==> config.mk <==
export PLATFORM = sky130hd
export DESIGN_NAME = i2c_txn_arbiter_flat
export DESIGN_NICKNAME = d
export VERILOG_FILES = /design/src/rtl/i2c_pkg.sv /design/src/rtl/i2c_txn_arbiter_if.sv /design/src/rtl/i2c_rr_grant.sv /design/src/rtl/i2c_txn_arbiter.sv /design/src/flat_wrapper.sv
export SDC_FILE = /design/constraint.sdc
export NUM_CORES = 1
export LEC_CHECK = 0
export BUFFER_PORTS_ARGS = -buffer_cell sky130_fd_sc_hd__buf_4
export CAP_MARGIN = 0
export CORE_AREA = 3 3 89 100
export DETAILED_ROUTE_END_ITERATION = 16
export DIE_AREA = 0 0 92 103
export PLACE_DENSITY = 0.68
export SYNTH_ARGS = -nofsm -noshare
export SYNTH_HDL_FRONTEND = slang
export SYNTH_SLANG_ARGS = --single-unit
==> constraint.sdc <==
create_clock -name i_clk -period 3.3 [get_ports i_clk]
set_clock_uncertainty 0.15 [all_clocks]
set_input_delay 0.33 -clock i_clk [delete_from_list [all_inputs] [get_ports i_clk]]
set_output_delay 0.33 -clock i_clk [all_outputs]
set_load 0.1 [all_outputs]
==> src/rtl/i2c_pkg.sv <==
// Shared types and widths for the I2C transaction arbiter.
// States, bus widths and the index-width helper used by the arbiter and its picker.
package i2c_pkg;

    localparam int I2C_ADDR_W = 7;
    localparam int I2C_DATA_W = 8;

    typedef enum logic [2:0] {
        ARB_IDLE,
        ARB_ARB,
        ARB_ISSUE,
        ARB_WAIT_DONE,
        ARB_COMPLETE
    } arb_state_t;

    function automatic int idx_w(input int n);
        return (n > 1) ? $clog2(n) : 1;
    endfunction

endpackage

==> src/rtl/i2c_txn_arbiter_if.sv <==
// Requester-side and master-side signal bundle of the I2C transaction arbiter.
// The arbiter uses the slave modport; the environment driving it uses the master modport.
interface i2c_txn_arbiter_if
    import i2c_pkg::*;
#(
    parameter int N_REQ = 4
);
    logic [N_REQ-1:0]            i_req;
    logic [N_REQ-1:0]            i_req_rw;
    logic [I2C_ADDR_W*N_REQ-1:0] i_req_addr;
    logic [I2C_DATA_W*N_REQ-1:0] i_req_wdata;
    logic [N_REQ-1:0]            o_gnt;
    logic [N_REQ-1:0]            o_done;
    logic [I2C_DATA_W-1:0]       o_rdata;
    logic                        o_nack;
    logic                        o_timeout;
    logic                        o_start;
    logic                        o_rw;
    logic [I2C_ADDR_W-1:0]       o_address;
    logic [I2C_DATA_W-1:0]       o_w_byte;
    logic                        i_busy;
    logic                        i_done;
    logic                        i_nack;
    logic [I2C_DATA_W-1:0]       i_r_byte;

    modport slave (
        input  i_req, i_req_rw, i_req_addr, i_req_wdata,
        input  i_busy, i_done, i_nack, i_r_byte,
        output o_gnt, o_done, o_rdata, o_nack, o_timeout,
        output o_start, o_rw, o_address, o_w_byte
    );

    modport master (
        output i_req, i_req_rw, i_req_addr, i_req_wdata,
        output i_busy, i_done, i_nack, i_r_byte,
        input  o_gnt, o_done, o_rdata, o_nack, o_timeout,
        input  o_start, o_rw, o_address, o_w_byte
    );

endinterface

==> src/rtl/i2c_rr_grant.sv <==
// Combinational round-robin picker: first asserted request at or after i_ptr, wrapping.
// Produces the winner as one-hot and as an index, plus an any-request flag.
module i2c_rr_grant #(
    parameter int N_REQ = 4,
    parameter int IDX_W = 2
) (
    input  logic [N_REQ-1:0] i_req,
    input  logic [IDX_W-1:0] i_ptr,
    output logic [N_REQ-1:0] o_onehot,
    output logic [IDX_W-1:0] o_idx,
    output logic             o_any
);

    logic [IDX_W-1:0] w_k;

    always_comb begin
        // NOTE: every output gets a default before the loop so no path can infer a latch.
        o_onehot = '0;
        o_idx    = '0;
        o_any    = 1'b0;
        w_k      = '0;
        for (int i = 0; i < N_REQ; i++) begin
            w_k = IDX_W'((int'(i_ptr) + i) % N_REQ);
            if (!o_any && i_req[w_k]) begin
                o_any         = 1'b1;
                o_idx         = w_k;
                o_onehot[w_k] = 1'b1;
            end
        end
    end

endmodule

==> src/rtl/i2c_txn_arbiter.sv <==
// Round-robin arbiter sharing one single-byte I2C master between N_REQ requesters.
// Optional watchdog abort enabled with `define I2C_ARB_TIMEOUT_EN.
module i2c_txn_arbiter
    import i2c_pkg::*;
#(
    parameter int N_REQ       = 4,
    parameter int TIMEOUT_CYC = 20000
) (
    input  logic              i_clk,
    input  logic              i_rst_n,
    i2c_txn_arbiter_if.slave  io_bus
);

    localparam int IDX_W = idx_w(N_REQ);

    arb_state_t             r_state;
    arb_state_t             w_next_state;
    logic [IDX_W-1:0]       r_ptr;
    logic [N_REQ-1:0]       r_gnt;
    logic                   r_rw;
    logic [I2C_ADDR_W-1:0]  r_addr;
    logic [I2C_DATA_W-1:0]  r_wbyte;
    logic [I2C_DATA_W-1:0]  r_rdata;
    logic                   r_nack;
    logic                   r_timeout;

    logic [N_REQ-1:0]       w_win_onehot;
    logic [IDX_W-1:0]       w_win_idx;
    logic [IDX_W-1:0]       w_ptr_next;
    logic                   w_win_any;
    logic                   w_in_xfer;
    logic                   w_done_seen;
    logic                   w_tmo_hit;
    logic [I2C_ADDR_W-1:0]  w_addr_arr  [N_REQ];
    logic [I2C_DATA_W-1:0]  w_wdata_arr [N_REQ];

    for (genvar g = 0; g < N_REQ; g++) begin : g_unpack
        assign w_addr_arr[g]  = io_bus.i_req_addr[g*I2C_ADDR_W +: I2C_ADDR_W];
        assign w_wdata_arr[g] = io_bus.i_req_wdata[g*I2C_DATA_W +: I2C_DATA_W];
    end

    i2c_rr_grant #(
        .N_REQ (N_REQ),
        .IDX_W (IDX_W)
    ) u_rr_grant (
        .i_req    (io_bus.i_req),
        .i_ptr    (r_ptr),
        .o_onehot (w_win_onehot),
        .o_idx    (w_win_idx),
        .o_any    (w_win_any)
    );

    assign w_ptr_next  = (w_win_idx == IDX_W'(N_REQ - 1)) ? '0 : w_win_idx + IDX_W'(1);
    assign w_in_xfer   = (r_state == ARB_ISSUE) || (r_state == ARB_WAIT_DONE);
    assign w_done_seen = w_in_xfer && io_bus.i_done;

`ifdef I2C_ARB_TIMEOUT_EN
    // Counter reads k-1 in the k-th cycle after ARB, so matching TIMEOUT_CYC-2 lands o_done on cycle TIMEOUT_CYC.
    localparam logic [15:0] TMO_LAST = 16'(TIMEOUT_CYC - 2);
    logic [15:0] r_tmo_cnt;

    always_ff @(posedge i_clk) begin
        if (!i_rst_n)
            r_tmo_cnt <= '0;
        else if (r_state == ARB_ARB)
            r_tmo_cnt <= '0;
        else if (w_in_xfer)
            r_tmo_cnt <= r_tmo_cnt + 16'd1;
    end

    assign w_tmo_hit = w_in_xfer && (r_tmo_cnt == TMO_LAST);
`else
    logic w_unused_tmo;
    assign w_unused_tmo = (TIMEOUT_CYC == 0);
    assign w_tmo_hit    = 1'b0;
`endif

    always_ff @(posedge i_clk) begin
        if (!i_rst_n)
            r_state <= ARB_IDLE;
        else
            r_state <= w_next_state;
    end

    always_comb begin
        w_next_state = r_state;
        case (r_state)
            ARB_IDLE:      if (|io_bus.i_req) w_next_state = ARB_ARB;
            ARB_ARB:       w_next_state = w_win_any ? ARB_ISSUE : ARB_IDLE;
            ARB_ISSUE: begin
                if (io_bus.i_done || w_tmo_hit) w_next_state = ARB_COMPLETE;
                else if (io_bus.i_busy)         w_next_state = ARB_WAIT_DONE;
            end
            ARB_WAIT_DONE: if (io_bus.i_done || w_tmo_hit) w_next_state = ARB_COMPLETE;
            ARB_COMPLETE:  w_next_state = ARB_IDLE;
            default:       w_next_state = ARB_IDLE;
        endcase
    end

    always_ff @(posedge i_clk) begin
        // NOTE: sequential state uses non-blocking assignments so every register samples pre-edge values.
        if (!i_rst_n) begin
            r_ptr     <= '0;
            r_gnt     <= '0;
            r_rw      <= 1'b0;
            r_addr    <= '0;
            r_wbyte   <= '0;
            r_rdata   <= '0;
            r_nack    <= 1'b0;
            r_timeout <= 1'b0;
        end else begin
            if (r_state == ARB_ARB && w_win_any) begin
                r_gnt   <= w_win_onehot;
                r_rw    <= io_bus.i_req_rw[w_win_idx];
                r_addr  <= w_addr_arr[w_win_idx];
                r_wbyte <= w_wdata_arr[w_win_idx];
                r_ptr   <= w_ptr_next;
            end
            // A normal completion wins over a watchdog hit in the same cycle.
            if (w_done_seen) begin
                if (r_rw) r_rdata <= io_bus.i_r_byte;
                r_nack    <= io_bus.i_nack;
                r_timeout <= 1'b0;
            end else if (w_tmo_hit) begin
                r_rdata   <= '0;
                r_nack    <= 1'b1;
                r_timeout <= 1'b1;
            end
            if (r_state == ARB_COMPLETE) r_gnt <= '0;
        end
    end

    assign io_bus.o_gnt     = r_gnt;
    assign io_bus.o_done    = (r_state == ARB_COMPLETE) ? r_gnt : '0;
    assign io_bus.o_start   = (r_state == ARB_ISSUE);
    assign io_bus.o_rw      = r_rw;
    assign io_bus.o_address = r_addr;
    assign io_bus.o_w_byte  = r_wbyte;
    assign io_bus.o_rdata   = r_rdata;
    assign io_bus.o_nack    = r_nack;
    assign io_bus.o_timeout = r_timeout;

endmodule
==> src/flat_wrapper.sv <==
// flat-port wrapper written by rule: the top's interface ports become plain ports
module i2c_txn_arbiter_flat import i2c_pkg::*;
#(
    parameter int N_REQ       = 4,
    parameter int TIMEOUT_CYC = 20000
)
  (i_clk, i_rst_n, io_bus_i_req, io_bus_i_req_rw, io_bus_i_req_addr, io_bus_i_req_wdata, io_bus_i_busy, io_bus_i_done, io_bus_i_nack, io_bus_i_r_byte, io_bus_o_gnt, io_bus_o_done, io_bus_o_rdata, io_bus_o_nack, io_bus_o_timeout, io_bus_o_start, io_bus_o_rw, io_bus_o_address, io_bus_o_w_byte);
  i2c_txn_arbiter_if #(.N_REQ(N_REQ)) io_bus_i ();
  input  logic i_clk;
  input  logic i_rst_n;
  input wire logic [$bits(io_bus_i.i_req)-1:0] io_bus_i_req;
  input wire logic [$bits(io_bus_i.i_req_rw)-1:0] io_bus_i_req_rw;
  input wire logic [$bits(io_bus_i.i_req_addr)-1:0] io_bus_i_req_addr;
  input wire logic [$bits(io_bus_i.i_req_wdata)-1:0] io_bus_i_req_wdata;
  input wire logic [$bits(io_bus_i.i_busy)-1:0] io_bus_i_busy;
  input wire logic [$bits(io_bus_i.i_done)-1:0] io_bus_i_done;
  input wire logic [$bits(io_bus_i.i_nack)-1:0] io_bus_i_nack;
  input wire logic [$bits(io_bus_i.i_r_byte)-1:0] io_bus_i_r_byte;
  output wire logic [$bits(io_bus_i.o_gnt)-1:0] io_bus_o_gnt;
  output wire logic [$bits(io_bus_i.o_done)-1:0] io_bus_o_done;
  output wire logic [$bits(io_bus_i.o_rdata)-1:0] io_bus_o_rdata;
  output wire logic [$bits(io_bus_i.o_nack)-1:0] io_bus_o_nack;
  output wire logic [$bits(io_bus_i.o_timeout)-1:0] io_bus_o_timeout;
  output wire logic [$bits(io_bus_i.o_start)-1:0] io_bus_o_start;
  output wire logic [$bits(io_bus_i.o_rw)-1:0] io_bus_o_rw;
  output wire logic [$bits(io_bus_i.o_address)-1:0] io_bus_o_address;
  output wire logic [$bits(io_bus_i.o_w_byte)-1:0] io_bus_o_w_byte;
  assign io_bus_i.i_req = io_bus_i_req;
  assign io_bus_i.i_req_rw = io_bus_i_req_rw;
  assign io_bus_i.i_req_addr = io_bus_i_req_addr;
  assign io_bus_i.i_req_wdata = io_bus_i_req_wdata;
  assign io_bus_i.i_busy = io_bus_i_busy;
  assign io_bus_i.i_done = io_bus_i_done;
  assign io_bus_i.i_nack = io_bus_i_nack;
  assign io_bus_i.i_r_byte = io_bus_i_r_byte;
  assign io_bus_o_gnt = io_bus_i.o_gnt;
  assign io_bus_o_done = io_bus_i.o_done;
  assign io_bus_o_rdata = io_bus_i.o_rdata;
  assign io_bus_o_nack = io_bus_i.o_nack;
  assign io_bus_o_timeout = io_bus_i.o_timeout;
  assign io_bus_o_start = io_bus_i.o_start;
  assign io_bus_o_rw = io_bus_i.o_rw;
  assign io_bus_o_address = io_bus_i.o_address;
  assign io_bus_o_w_byte = io_bus_i.o_w_byte;
  i2c_txn_arbiter #(.N_REQ(N_REQ), .TIMEOUT_CYC(TIMEOUT_CYC)) u_core (.i_clk(i_clk), .i_rst_n(i_rst_n), .io_bus(io_bus_i));
endmodule
* Yosys cells after proc, flatten, opt, wreduce, memory -nomap -nowiden
Index checks and enable logic that the tools add are counted.
** Storage, ports and cells
- Flip-flop bits (word level) :: 34
- Latch bits :: 0
- Bits in writable memories :: 0
- ROM bits :: 0
- Word-level logic and storage cells :: 97
- Memories :: 0
** Operators by class
- $add $sub $neg :: 4
- Multipliers :: 0
- Divide/modulo/power cells :: 0
- Order comparisons :: 10
- Equal/unequal tests :: 8
- Shift operators :: 0
- Multiplexer cells :: 44
- Bitwise operators :: 5
- Reductions and logical operators :: 18
** Operator list (number)
- $mux 4 :: 5
- $bmux 8 s2 :: 1
- $mux 8 :: 2
- $lt 2x3->1 const B :: 5
- $bmux 7 s2 :: 1
- $mux 7 :: 2
- $mux 1 :: 13
- $mux 2 :: 6
- $mux 3 :: 4
- $or 4x4->4 :: 3
- $pmux 3 s4 :: 1
- $bmux 1 s2 :: 5
- $logic_and 1x1->1 :: 9
- $demux 1 s2 :: 4
- $ge 2x1->1 const B :: 4
- $eq 3x2->1 const B :: 2
- $add 2x1->2 const B :: 2
- $add 2x2->2 const B :: 2
- $reduce_or 4->1 :: 1
- $eq 3x1->1 const B :: 1
- $eq 3x3->1 const B :: 1
- $ge 3x3->1 const B :: 1
- $logic_not 1->1 :: 3
- $logic_not 3->1 :: 1
- other kinds (10) :: 10

* Longest topological paths before layout
Gate-level depths: netlist of run 1.
- Depth in word-level cells :: 16
- Mapped depth :: 15
- Mapped depth without buffers :: 9

* Cells and area by module
Synthesis of run 1 repeated with hierarchy kept, for this count alone.
** Unflattened totals
- Cell total of the unflattened synthesis :: 214
- Area, all modules :: 2179.6 um^2
** Modules (own cells, without submodules)
- i2c_txn_arbiter :: instances 1, cells each 169, area each 1760.4 um^2
- i2c_rr_grant :: instances 1, cells each 45, area each 419.2 um^2

* Worst setup path after synthesis of run 1
Ideal clock, no wire load.
- Path kind :: reg-to-reg
- From :: register u_core.r_ptr[0]
- To :: register u_core.r_rw (netlist: u_core.io_bus.o_rw)
- Setup time :: 119 ps
- Data arrival time :: 2837 ps
- Setup slack :: 194 ps
- Cell stages (with the launch flop) :: 15
- Period minus slack after synthesis :: 3106 ps
- Cells stage by stage :: dfxtp_1 buf_2 inv_2 buf_2 buf_2 ha_1 buf_6 mux2i_1 nand2_1 a31oi_1 o21bai_2 buf_4 o221ai_1 nand3_1 a32o_1
** On the way
- Longest elaborated chain between the ends :: 14
** RTL lines
- from (decl) :: RTL line i2c_txn_arbiter.sv:18 : logic [IDX_W-1:0] r_ptr;
- from (signal assigned) :: RTL line i2c_txn_arbiter.sv:117 : r_ptr <= w_ptr_next;
- branches (longest 14 deep; another with $add 2x1->2)
- to (signal assigned) :: RTL line i2c_txn_arbiter.sv:114 : r_rw <= io_bus.i_req_rw[w_win_idx];
- to (decl) :: RTL line i2c_txn_arbiter.sv:20 : logic r_rw;
Several ways; the timed one is not identified. The select of a mux whose other input is x is not followed.
A chain may end at the register's enable or synchronous reset.

* Worst setup path in the final report of run 1
- From :: register u_core.r_ptr[1]
- To :: register u_core.r_wbyte[3] (netlist: u_core.io_bus.o_w_byte[3])
** On the way
- Longest elaborated chain between the ends :: 16
** RTL lines
- branches (longest 16 deep; another with $add 2x1->2)
- to (signal assigned) :: RTL line i2c_txn_arbiter.sv:116 : r_wbyte <= w_wdata_arr[w_win_idx];
- to (decl) :: RTL line i2c_txn_arbiter.sv:22 : logic [I2C_DATA_W-1:0] r_wbyte;
Several ways; the timed one is not identified. The select of a mux whose other input is x is not followed.

==> results of run 1 <==
metal layers:
metal / routed length [um] / up-vias / track usage
li1: - / 1790 / -
met1: 4960 / 1792 / 0.303
met2: 5110 / 217 / 0.365
met3: 947 / 6 / 0.0336
met4: 68 / 0 / 0.0537
met5: 0 / - / 0
flip-flops by register name, indices dropped and copies added (netlist names):
register                 count
u_core.io_bus.o_gnt          4
u_core.r_ptr                 2
u_core.io_bus.o_rw           1
u_core.io_bus.o_rdata        8
u_core.io_bus.o_nack         1
u_core.r_state               3
u_core.io_bus.o_address      7
u_core.io_bus.o_w_byte       8
logic make-up (layout without fill, tap and decap cells):
family	after synthesis	in the layout	share of synthesized area
flops	34	34	0.215
xor+xnor	2	2	0.00553
buf+inv	48	137	0.0814
fa+ha+maj	6	6	0.0237
simple gates	106	106	0.164
compound gates	186	186	0.453
other cells	1	1	0.00118
mux	15	15	0.0561
synth_stat cells (2+ instances only):
cell type and instances:
ha_1 6, a21oi_1 8, and3b_1 2, o21ai_1 13
nor2b_1 5, o221ai_1 30, o211ai_1 7, dfxtp_1 34
nor3b_1 3, o311a_1 2, a211oi_1 3, a221oi_1 30
buf_2 17, buf_4 3, nor2_1 29, a21oi_2 2
a21boi_0 8, o21ai_0 7, o22ai_1 16, mux2_2 4
and2_1 9, a32o_1 15, buf_6 6, nand3_1 16
nor3_1 2, clkbuf_1 20, mux2i_1 7, a22oi_1 38
nor2_2 3, nand2_1 26, nor4_1 2, nand2b_1 3
cell type report:
cell class / count / area, sq um
clock buffer: 5 / 68.8
timing repair buffer: 127 / 966
sequential: 34 / 682
clock inverter: 3 / 68.8
fill: 774 / 3760
inverter: 2 / 7.51
tap: 108 / 135
multi-input combinational: 316 / 2230
worst min-delay path by stage:
stage | startpoint | endpoint | slack, ns | depth (start not counted)
2_1_floorplan | io_bus_i_r_byte[0] | u_core.io_bus.o_rdata[0] | 0.32 | 2
3_3_place_gp | u_core.io_bus.o_rdata[1] | u_core.io_bus.o_rdata[1] | 0.30 | 2
6_report | io_bus_i_r_byte[0] | u_core.io_bus.o_rdata[0] | 0.14 | 3
4_1_cts | io_bus_i_r_byte[0] | u_core.io_bus.o_rdata[0] | 0.14 | 3
5_1_grt | io_bus_i_r_byte[7] | u_core.io_bus.o_rdata[7] | 0.14 | 3
3_5_place_dp | u_core.io_bus.o_w_byte[3] | u_core.io_bus.o_w_byte[3] | 0.31 | 1
where the power goes:
part	switching [uW]	internal, uW	leakage (uW)
Clock	174	303	0.0000683
Sequential	39.3	470	0.000278
Combinational	1160	574	0.00124
critical path, delay by kind of cell, from the launching register on:
kind	cells	cell delay [ns]
adder cells (fa/ha/maj)	1	0.55
buffers and inverters	1	0.07
AO/OA/AOI/OAI	4	0.68
flip-flops	1	0.34
AND/OR/NAND/NOR	2	0.98
multiplexers	1	0.22
through the flow:
step / utilization / instance area, sq um / total power, uW / cells
finish: 0.525 / 4160 / 2720 / 595
floorplan: - / 3170 / 1850 / 398
CTS: 0.525 / 4160 / 2710 / 595
global placement: 0.508 / 4020 / 2200 / 587
detailed placement: 0.508 / 4020 / 2230 / 587
global route: 0.525 / 4160 / 2880 / 595
==> flow_metrics.tcl, run 1 <==
set metrics [dict create \
    postCtsHoldBufs 0 \
    setup_viol 0 \
    grt_pass1_wl_mm 17.2 \
    hold_viol_final 0 \
    detail-route-antenna-nets 0 \
    clkLatencyLatePin_ns 0.29 \
    drtPass1Iterations 5 \
    startpoint "u_core.r_ptr[1]" \
    cts_tree "done" \
    synth.area.top_cells "dfxtp_1 22%, a22oi_1 9.0%, a221oi_1 8.3%" \
    synth-seq-cells 34 \
    grt_overflow 0 \
    crit_arrival_ns 3.13 \
    synth_enable_flop_cells 0 \
    via_count 3805 \
    tightest_slew_ns 1.18 \
    crit_chain "inv_1 -> ha_1 -> mux2i_1 -> nor2_1 -> a22oi_1 -> o22ai_1 -> nor2_1 -> o21ai_1 -> a32o_1" \
    cts_max_level 2 \
    r2r-end "u_core.io_bus.o_w_byte[3]" \
    cts_num_sinks 34 \
    wl_per_cell_um 18.6 \
    rrSetupSlack_ns 0.25 \
    crit_top_cell "nor2_1" \
    timing.final.max_slew_violations 0 \
    yosys.area.top_type "dfxtp_1" \
    cts_resized 0 \
    fp.dieArea_sq_um 9480 \
    synth.avg_cell_area_sq_um 7.95 \
    cts_inserted_buffers 5 \
    p_per_area_nw_per_um2 654 \
    cts_root_buf "clkbuf_8" \
    final_cell_mix "126 x buf_4, 38 x a22oi_1, 33 x dfxtp_1, 30 x o221ai_1, 30 x a221oi_1" \
    syn-cell-area_sq_um 3170 \
    nets 573 \
    io_buffer_count 114 \
    crit_end "u_core.io_bus.o_w_byte[3]" \
    max-slew-margin-rel 0.211 \
    synth_ff_type "dfxtp_1" \
    core_sq_um 7910 \
    grt_pass1_vias 3342 \
    pre_cts_ws_ns 0.356 \
    whs_ns 0.140 \
    area_delta_synth_final_pct 31.3 \
    hold_path.class "in -> reg" \
    initial_core_util 0.400 \
    grt_max_degree 65 \
    cp_max_fo 15 \
    num_rows 34 \
    diodes 0 \
    period_minus_slack_ns 3.05 \
    end_kind "flop" \
    dpl.hpwl_mm 7.62 \
    drive_gt1_frac 0.314 \
    ir_worst_vdd_uv 255 \
    layout_commonest_cell "buf_4" \
    layout_setup_ws_ns 0.254 \
    gp_congestion 0.883 \
    netlist.area_leader.share 0.215 \
    finalCritPeriodShare 0.923 \
    clkTransAtPathRegs_ns 0.08 \
    post_cts_buffers 0 \
    die_h_um 103 \
    clock_path_buffers 2 \
    outcome "finished clean" \
    postSynthCellCount 398 \
    drc_errors 0 \
    critPathLaunchType "flop" \
    worstReg2RegStart "u_core.r_ptr[1]" \
    drt_iter0_drc 366 \
    ff2ff_path_depth 9 \
    synth_cell_types 54 \
    track_usage 0.221 \
    yosys_warnings 0 \
    routed_wl_mm 11.1 \
    seq_area_frac_synth 0.215 \
    required_ns 3.38 \
    path_class "reg -> reg" \
    p_leak_uw 0.00159 \
    max_stage_delay_ns 0.92 \
    antenna_found_initial 0 \
    cpMaxStageDelayCell "nor2_1" \
    fmax_ghz 0.328 \
    ys_async_sr_fraction 0 \
    finalSetupTns_ns 0 \
    rsz0062_at_grt "no" \
    vias_per_cell 6.39 \
    max-cap-violations 0 \
    ioPinCount 116 \
    die_width_um 92 \
    syn_nets 485 \
]
(Power assumes the default switching activity.)
==> inputs of run 2 (changes only) <==
--- a/config.mk
+++ b/config.mk
@@ -11,6 +11,8 @@
 export DETAILED_ROUTE_END_ITERATION = 16
 export DIE_AREA = 0 0 92 103
 export PLACE_DENSITY = 0.68
+export REMOVE_ABC_BUFFERS = 1
+export SLEW_MARGIN = 20
 export SYNTH_ARGS = -nofsm -noshare
 export SYNTH_HDL_FRONTEND = slang
 export SYNTH_SLANG_ARGS = --single-unit
==> run 2 against run 1 <==
Against the previous run:
- sequential power is essentially flat
- die area is the same
- design area shrank 1.3%
- sequential share of layout area grew 0.21 points
- first-iteration DRC count grew 24%
- via count grew 0.92%
- utilization shrank 0.66 points
- non-clock buffer count shrank 1
- count of clock-buffer cells in the layout grew 1
- fmax shrank 1.2%
- power shrank 5.5%
- combinational power is essentially flat
- highest routed layer unchanged
==> flow_metrics.tcl, run 2 (synthesis gave the netlist of run 1 again) <==
set metrics [dict create \
    clkLatencyLatePin_ns 0.29 \
    fp.dieArea_sq_um 9480 \
    drtPass1Iterations 7 \
    core_sq_um 7910 \
    placed_cell_area_sq_um 4000 \
    cts_root_buf "clkbuf_8" \
    nFillCells 782 \
    num_rows 34 \
    rrSetupSlack_ns 0.22 \
    cp_top_family "compound AO/OA/AOI/OAI gates" \
    timing.final.max_slew_violations 0 \
    final_cell_mix "126 x buf_4, 38 x a22oi_1, 33 x dfxtp_1, 30 x o221ai_1, 30 x a221oi_1" \
    design_area_sq_um 4100 \
    grt_max_degree 65 \
    finalCritPeriodShare 0.934 \
    clock_path_buffers 2 \
    post_cts_buffers 0 \
    whs_path_depth 3 \
    r2r-end "u_core.io_bus.o_address[2]" \
    grt_pass1_wl_mm 17.2 \
    tightest_slew_ns 0.919 \
    setup_viol 0 \
    p_leak_uw 0.00156 \
    grt_pass1_vias 3482 \
    max-slew-margin-rel 0.387 \
    dpl.cell_count 586 \
    area_delta_synth_final_pct 29.6 \
    wl_per_cell_um 18.3 \
    ioPinCount 116 \
    p_int_uw 1200 \
    instances_no_fill 594 \
    clkPwrFrac 0.132 \
    seqPwrFrac 0.197 \
    drc_errors 0 \
    cts_tree "done" \
    ir_worst_vdd_uv 259 \
    hold_path.class "in -> reg" \
    die_width_um 92 \
    end_kind "flop" \
    max_stage_delay_ns 0.72 \
    io_buffer_count 114 \
    path_class "reg -> reg" \
    cts_resized 0 \
    post-route-util 0.519 \
    critPathLaunchType "flop" \
    layout_commonest_cell "buf_4" \
    worstHoldStart "io_bus_i_r_byte[1]" \
    clkTransAtPathRegs_ns 0.07 \
    via_count 3840 \
    antenna_found_initial 0 \
    crit_arrival_ns 3.15 \
    cts_num_sinks 34 \
    die_h_um 103 \
    cts_inserted_buffers 5 \
    dpl.hpwl_mm 7.33 \
    grt_overflow 0 \
    vias_per_cell 6.46 \
    worstReg2RegStart "u_core.r_ptr[0]" \
    routed_wl_mm 10.8 \
    nets 572 \
    cp_max_fo 64 \
    outcome "finished clean" \
    detail-route-antenna-nets 0 \
    drt_iter0_drc 454 \
    required_ns 3.37 \
    rsz0062_at_grt "no" \
    track_usage 0.219 \
    fmax_ghz 0.324 \
    diodes 0 \
    crit_chain "buf_4 -> nand2_1 -> a21oi_2 -> o21bai_2 -> o311a_1 -> o311ai_1 -> o211ai_1" \
    comb_power_share 0.671 \
    drive_gt1_frac 0.319 \
    cp_num_buf_inv 1 \
    max-cap-violations 0 \
    postCtsHoldBufs 0 \
    period_minus_slack_ns 3.08 \
    gp_congestion 0.870 \
    ff2ff_path_depth 7 \
    hold_end "u_core.io_bus.o_rdata[1]" \
    hold_viol_final 0 \
    cpMaxStageDelayCell "a21oi_2" \
    cts_max_level 2 \
    initial_core_util 0.400 \
    p_per_area_nw_per_um2 626 \
    p_switching_uw 1360 \
    sw_frac_of_total 0.531 \
]
## run 2: how the worst max path moves through the flow
stage                     from  slack (ns)  cells past startpoint                    endpoint
2_1_floorplan  u_core.r_ptr[0]       -1.39                      8  u_core.io_bus.o_address[2]
3_3_place_gp   u_core.r_ptr[1]        0.42                      9          u_core.io_bus.o_rw
3_5_place_dp   u_core.r_ptr[0]        0.28                      7  u_core.io_bus.o_address[2]
4_1_cts        u_core.r_ptr[0]        0.25                      7  u_core.io_bus.o_address[2]
5_1_grt        u_core.r_ptr[0]        0.05                      7  u_core.io_bus.o_address[2]
6_report       u_core.r_ptr[0]        0.22                      7  u_core.io_bus.o_address[2]
## run 2: power groups by stage
stage	registers [uW]	clock network (uW)	logic (uW)
after floorplan	903	0	825
after global placement	515	0	1660
after detailed placement	516	0	1700
after CTS	506	346	1700
after global routing	514	369	1840
final	507	338	1720
## run 2: routing by layer
| layer | GRT usage | part of all wire | vias up |
|---|---|---|---|
| met5 | 0 | 0 | - |
| met4 | 0.0834 | 0.013 | 0 |
| met3 | 0.0372 | 0.079 | 23 |
| met2 | 0.361 | 0.47 | 230 |
| met1 | 0.287 | 0.43 | 1801 |
| li1 | - | - | 1786 |
## run 2: final cells by class
cell class,count,area (sq um),share of cell area
clock inverters,2,12.5,0.00305
well taps,108,135,0.0329
repair buffers,126,946,0.231
multi-input cells,316,2240,0.545
flip-flops and latches,34,682,0.166
clock buffers,6,82.6,0.0201
inverters,2,7.51,0.00183
## run 2: stage by stage
stage | setup TNS (ns) | setup slack (ns) | power (uW) | hold WS, ns
after floorplan | -26.96 | -1.39 | 1730 | 0.302
after global placement | 0 | 0.419 | 2180 | 0.302
after detailed placement | 0 | 0.275 | 2210 | 0.307
after CTS | 0 | 0.248 | 2550 | 0.137
after global routing | 0 | 0.0493 | 2730 | 0.131
final | 0 | 0.218 | 2570 | 0.146
## run 2: worst reg2reg max path, stage by stage, from the launching register on
cell      delay [ns]
dfxtp_2         0.34
buf_4           0.55
nand2_1         0.21
a21oi_2         0.72
o21bai_2        0.51
o311a_1         0.30
o311ai_1        0.10
o211ai_1        0.13
